$ cat src/rtl/loader_pkg.sv
// Shared types and helpers for the program loader.
package loader_pkg;

  localparam int BYTE_W = 8;

  typedef enum logic [1:0] {
    ST_IDLE  = 2'd0,
    ST_RECV  = 2'd1,
    ST_WRITE = 2'd2,
    ST_DONE  = 2'd3
  } loader_state_t;

  // Number of whole bytes needed to carry one instruction word.
  function automatic int bytes_per_word(input int instr_sz);
    return (instr_sz + BYTE_W - 1) / BYTE_W;
  endfunction

endpackage

$ cat src/rtl/program_loader_instr_assembler.sv
// Big-endian byte-to-word assembler: shifts bytes in MSB-first and
// flags the byte that completes a word.
module instr_assembler
  import loader_pkg::*;
#(
  parameter int WORD_W = 24,
  parameter int NBYTES = 3
) (
  input  logic              clk,
  input  logic              n_reset,
  input  logic              clr_i,
  input  logic              shift_i,
  input  logic [BYTE_W-1:0] byte_i,
  output logic [WORD_W-1:0] word_o,
  output logic              word_full_o
);

  localparam int SR_W  = NBYTES * BYTE_W;
  localparam int CNT_W = $clog2(NBYTES + 1);
  localparam logic [CNT_W-1:0] LAST = CNT_W'(NBYTES - 1);

  logic [SR_W-1:0]  sr_q, sr_d;
  logic [CNT_W-1:0] cnt_q, cnt_d;

  // Completion is flagged on the accepting cycle so the FSM can leave
  // RECV without an idle cycle.
  assign word_full_o = shift_i && (cnt_q == LAST);
  // Upper bits of the first byte beyond the word width fall off here.
  assign word_o      = sr_q[WORD_W-1:0];

  // Next-state for shift register and byte counter.
  always_comb begin
    sr_d  = sr_q;
    cnt_d = cnt_q;
    if (clr_i) begin
      sr_d  = '0;
      cnt_d = '0;
    end else if (shift_i) begin
      sr_d  = {sr_q[SR_W-BYTE_W-1:0], byte_i};
      cnt_d = (cnt_q == LAST) ? '0 : cnt_q + 1'b1;
    end
  end

  // Register update with synchronous active-low reset.
  always_ff @(posedge clk) begin
    if (!n_reset) begin
      sr_q  <= '0;
      cnt_q <= '0;
    end else begin
      sr_q  <= sr_d;
      cnt_q <= cnt_d;
    end
  end

endmodule

$ cat src/rtl/program_loader.sv
// Program loader: streams bytes into instruction RAM and holds the CPU
// in reset until the whole image has been written.
module program_loader
  import loader_pkg::*;
#(
  parameter  int N             = 8,
  parameter  int AddrSz        = 6,
  localparam int InstructionSz = N + 16,
  localparam int BytesPerWord  = bytes_per_word(InstructionSz)
) (
  input  logic                     clk,
  input  logic                     n_reset,
  input  logic                     start,
  input  logic [AddrSz:0]          length,
  input  logic [BYTE_W-1:0]        byte_data,
  input  logic                     byte_valid,
  output logic                     byte_ready,
  output logic                     wr_en,
  output logic [AddrSz-1:0]        wr_addr,
  output logic [InstructionSz-1:0] wr_data,
  output logic                     cpu_hold,
  output logic                     done
);

  localparam logic [AddrSz:0] LEN_MAX = {1'b1, {AddrSz{1'b0}}};

  loader_state_t     state_q, state_d;
  logic [AddrSz:0]   len_q, len_d, len_sat;
  logic [AddrSz:0]   words_q, words_d, words_inc;
  logic [AddrSz-1:0] addr_q, addr_d;
  logic              byte_ready_q, wr_en_q, done_q, cpu_hold_q;
  logic              asm_clr, asm_shift, word_full;

  assign len_sat   = (length > LEN_MAX) ? LEN_MAX : length;
  assign words_inc = words_q + 1'b1;
  // Only the registered ready qualifies a byte, so a byte presented
  // alongside start is taken no earlier than the next cycle.
  assign asm_shift = byte_valid && byte_ready_q;

  instr_assembler #(
    .WORD_W (InstructionSz),
    .NBYTES (BytesPerWord)
  ) u_asm (
    .clk         (clk),
    .n_reset     (n_reset),
    .clr_i       (asm_clr),
    .shift_i     (asm_shift),
    .byte_i      (byte_data),
    .word_o      (wr_data),
    .word_full_o (word_full)
  );

  // FSM and counter next-state.
  always_comb begin
    state_d = state_q;
    len_d   = len_q;
    words_d = words_q;
    addr_d  = addr_q;
    asm_clr = 1'b0;
    case (state_q)
      ST_IDLE, ST_DONE: begin
        if (start) begin
          asm_clr = 1'b1;
          words_d = '0;
          addr_d  = '0;
          if (length == '0) begin
            state_d = ST_DONE;
          end else begin
            len_d   = len_sat;
            state_d = ST_RECV;
          end
        end
      end
      ST_RECV: begin
        if (word_full) state_d = ST_WRITE;
      end
      ST_WRITE: begin
        // Address wraps to 0 after a full 2^AddrSz image.
        addr_d  = addr_q + 1'b1;
        words_d = words_inc;
        state_d = (words_inc == len_q) ? ST_DONE : ST_RECV;
      end
      default: state_d = ST_IDLE;
    endcase
  end

  // State and registered outputs, all decoded from the next state.
  always_ff @(posedge clk) begin
    if (!n_reset) begin
      state_q      <= ST_IDLE;
      len_q        <= '0;
      words_q      <= '0;
      addr_q       <= '0;
      byte_ready_q <= 1'b0;
      wr_en_q      <= 1'b0;
      done_q       <= 1'b0;
      cpu_hold_q   <= 1'b1;
    end else begin
      state_q      <= state_d;
      len_q        <= len_d;
      words_q      <= words_d;
      addr_q       <= addr_d;
      byte_ready_q <= (state_d == ST_RECV);
      wr_en_q      <= (state_d == ST_WRITE);
      done_q       <= (state_d == ST_DONE);
      cpu_hold_q   <= (state_d != ST_DONE);
    end
  end

  assign byte_ready = byte_ready_q;
  assign wr_en      = wr_en_q;
  assign wr_addr    = addr_q;
  assign done       = done_q;
  assign cpu_hold   = cpu_hold_q;

endmodule
$ cat config.mk
export PLATFORM = sky130hd
export DESIGN_NAME = program_loader
export DESIGN_NICKNAME = d
export VERILOG_FILES = /design/src/rtl/loader_pkg.sv /design/src/rtl/program_loader_instr_assembler.sv /design/src/rtl/program_loader.sv
export SDC_FILE = /design/constraint.sdc
export NUM_CORES = 1
export LEC_CHECK = 0
export CORE_ASPECT_RATIO = 0.7
export CORE_MARGIN = 10
export CORE_UTILIZATION = 25
export CTS_BUF_LIST = sky130_fd_sc_hd__clkbuf_2 sky130_fd_sc_hd__clkbuf_4 sky130_fd_sc_hd__clkbuf_8
export DETAILED_ROUTE_END_ITERATION = 10
export DONT_BUFFER_PORTS = 1
export GPL_ROUTABILITY_DRIVEN = 1
export HOLD_SLACK_MARGIN = 0.15
export PLACE_DENSITY = 0.48
export SLEW_MARGIN = 20
export SYNTH_ARGS = -nofsm -noshare
export SYNTH_HDL_FRONTEND = slang
export SYNTH_SLANG_ARGS = --single-unit
$ cat constraint.sdc
create_clock -name clk -period 2.8 [get_ports clk]
set_input_delay 0.42 -clock clk [delete_from_list [all_inputs] [get_ports clk]]
set_output_delay 0.42 -clock clk [all_outputs]
set_load 0.01 [all_outputs]
==> out/qor.txt <==
Net count reported at finish - 290
Number of antenna violations at the first check in global routing - 0
Slew HR - 0.414
Global-route wire length before repair - 9160 um
Iteration-0 DRC Markers - 88
Category of the most critical setup path - flop to flop
Layout Utilization - 0.284
Number of buffers created by CTS - 5
Pin count of the biggest net entering global routing - 28
Initial core utilization - 0.261
Share of the clock period used by the worst path - 0.738
Arrival time of the worst setup path - 2330 ps
Share of cells above drive strength 1 - 0.0634
Overflow after GRT - 0
Clock transition time at the flip-flop clock pins of the worst setup and hold paths - 110 ps
I/O Pins - 53
CTS root buf - sky130_fd_sc_hd__clkbuf_8
Number of max-slew violations in the final report - 0
Setup violation total in the final timing report - 0
H-tree levels - 2
Combined global-route utilization of all metal layers - 0.0857
Clock latency on the worst-skew pair - 310 ps
Overall die area - 13200 um^2
Shortest clock period the worst path allows after layout - 2070 ps
Total number of vias - 1725
CTS Sinks - 52
Number of cells produced by synthesis - 273
Worst Hold Class - input pin to flop
Dominant cells by area after synthesis - sky130_fd_sc_hd__dfxtp_1 46%, sky130_fd_sc_hd__nand2_1 11%, sky130_fd_sc_hd__a21oi_1 7.4%, sky130_fd_sc_hd__nor2_1 5.2%, sky130_fd_sc_hd__xnor2_1 3.5%
Chip width - 133 um
Worst Setup Start Kind - flop
Final-report hold violation count - 0
Antenna diode count - 0
Peak fanout along the critical path - 9
Detailed-route DRC error count - 0
CTS tree - done
Top_reg_cell synth - sky130_fd_sc_hd__dfxtp_1
Number of violations of the max-capacitance limit - 0
Layout overhead on the synthesized area - 8.82%
Number of flip-flops and latches in the synthesized netlist - 52
Post-synth top cells - 63 x sky130_fd_sc_hd__nand2_1, 52 x sky130_fd_sc_hd__dfxtp_1, 33 x sky130_fd_sc_hd__a21oi_1
Floorplan row count - 28
Routed wire length - 5790 um
Mapped Nets - 296
Part of the Yosys area used for sequential elements - 0.465
Buffers on Ports - 0
First drt pass iteration count - 4
Data required time of the critical path - 3060 ps
Post-detailed-route wirelength per cell - 14.9 um
Largest clock skew in the final design - 19.5 ps
DP Wirelength - 4360 um
Average size of a mapped cell - 8.21 um^2
Run status - finished clean
Area leader, netlist - sky130_fd_sc_hd__dfxtp_1
Pin slew with the least headroom to its limit - 877 ps
Library cells used by synthesis - 38
Area of the mapped netlist - 2240 um^2
Via count of the first global-routing pass - 1587
Post-CTS repair timing setup buffer count - 0
Placer congestion estimate - 0.778
Peak clock frequency supported by timing - 484 MHz
Crit end category - flop
Leading cell type by number of instances after synthesis - sky130_fd_sc_hd__nand2_1
Number of flops mapped to enable cells by yosys - 0
Fraction of post-synthesis cell area in the top cell type by area - 0.465
Number of filler instances in the final layout - 933
Ys async rst share - 0
Power per standard cell area - 732 nW/um^2
Peak supply drop - 0.000266 V
Routed vias/inst - 4.45
Post-CTS Hold Fix Bufs - 0
Static leakage power - 0.000818 uW
Warnings from Yosys - 0
RSZ-0062 raised after global routing - false
Floorplan core area - 8580 um^2
Number of instances resized during post-cts repair - 0
Final setup TNS - 0 ps
Maximum clock insertion buffer count - 2
Die boundary height - 99.2 um
Worst reg2reg setup slack - 730 ps
Post-route ant nets - 0
==> registers in the layout (all words and copies together), names as in the netlist <==
name / count
u_asm.word_o: 24
len_q: 7
words_q: 7
wr_addr: 6
state_q: 2
u_asm.cnt_q: 2
byte_ready: 1
cpu_hold: 1
done: 1
wr_en: 1
==> final timing paths <==
check,start,endpoint,depth (start not counted)
setup / recovery,state_q[0],done,7
hold / removal,byte_data[6],u_asm.word_o[6],2
setup reg to reg,state_q[0],done,7
hold reg to reg,u_asm.cnt_q[1],u_asm.cnt_q[1],2
==> per-layer routing <==
| metal | track usage | part of all wire | vias up |
|---|---|---|---|
| li1 | - | - | 905 |
| met1 | 0.110 | 0.47 | 789 |
| met2 | 0.121 | 0.44 | 27 |
| met3 | 0.0412 | 0.080 | 4 |
| met4 | 0.0325 | 0.011 | 0 |
| met5 | 0 | 0 | - |
==> cells in the final DEF, fill, tap and decap left out, drive strengths merged, types with 2 or more instances in the layout <==
master	instances
nand4	2
a32oi	2
nand2b	4
nor3b	6
a21oi	33
inv	3
and4b	2
o21ai	3
clkbuf	5
xor2	5
nor2b	3
nand2	63
xnor2	9
ha	4
nor3	4
clkinv	3
dfxtp	52
nand3	6
a21o	2
and2	4
nor2	31
mux2i	3
buf	2
mux2	2
a22oi	6
==> per-stage QoR <==
step	hold slack, ps	cells	worst slack (ps)	power (uW)	cell area [um^2]
3_3_place_gp	462	380	782	1360	2340
5_1_grt	209	388	500	1920	2440
4_1_cts	211	388	701	1820	2440
6_report	227	388	732	1790	2440
3_5_place_dp	464	380	739	1360	2340
2_1_floorplan	446	273	945	1230	2240
==> worst max-delay path, stage by stage (launching register included) <==
cell and delay, ps:
sky130_fd_sc_hd__dfxtp_1 390, sky130_fd_sc_hd__inv_1 60, sky130_fd_sc_hd__ha_1 400, sky130_fd_sc_hd__nand2b_1 210, sky130_fd_sc_hd__nor3_2 120, sky130_fd_sc_hd__nand4_1 120
sky130_fd_sc_hd__o41ai_2 530, sky130_fd_sc_hd__and2_1 200
==> report_power, final <==
part           switching [uW]  internal [uW]
clock                     268            183
combinational             295            149
sequential               82.3            808
total                     646           1140
==> logic make-up after synthesis <==
group                      Yosys count  share of synthesized area
muxes                                5                     0.0235
and+or+nand+nor                    128                      0.259
AOI/OAI and AO/OA                   52                      0.143
buffers and inverters               18                     0.0329
adders and majority gates            4                     0.0223
xor gates and xnor gates            14                     0.0547
DFF                                 52                      0.465
==> layout make-up <==
cell class / count / area (um^2) / area share
Multi-Input combinational cell: 203 / 1130 / 0.462
Clock inverter: 3 / 26.3 / 0.0108
Clock buffer: 5 / 68.8 / 0.0282
Inverter: 3 / 11.3 / 0.00462
Sequential cell: 52 / 1040 / 0.427
Timing Repair Buffer: 2 / 15.0 / 0.00616
Tap cell: 120 / 150 / 0.0616
Power figures use the tool's default switching activity.
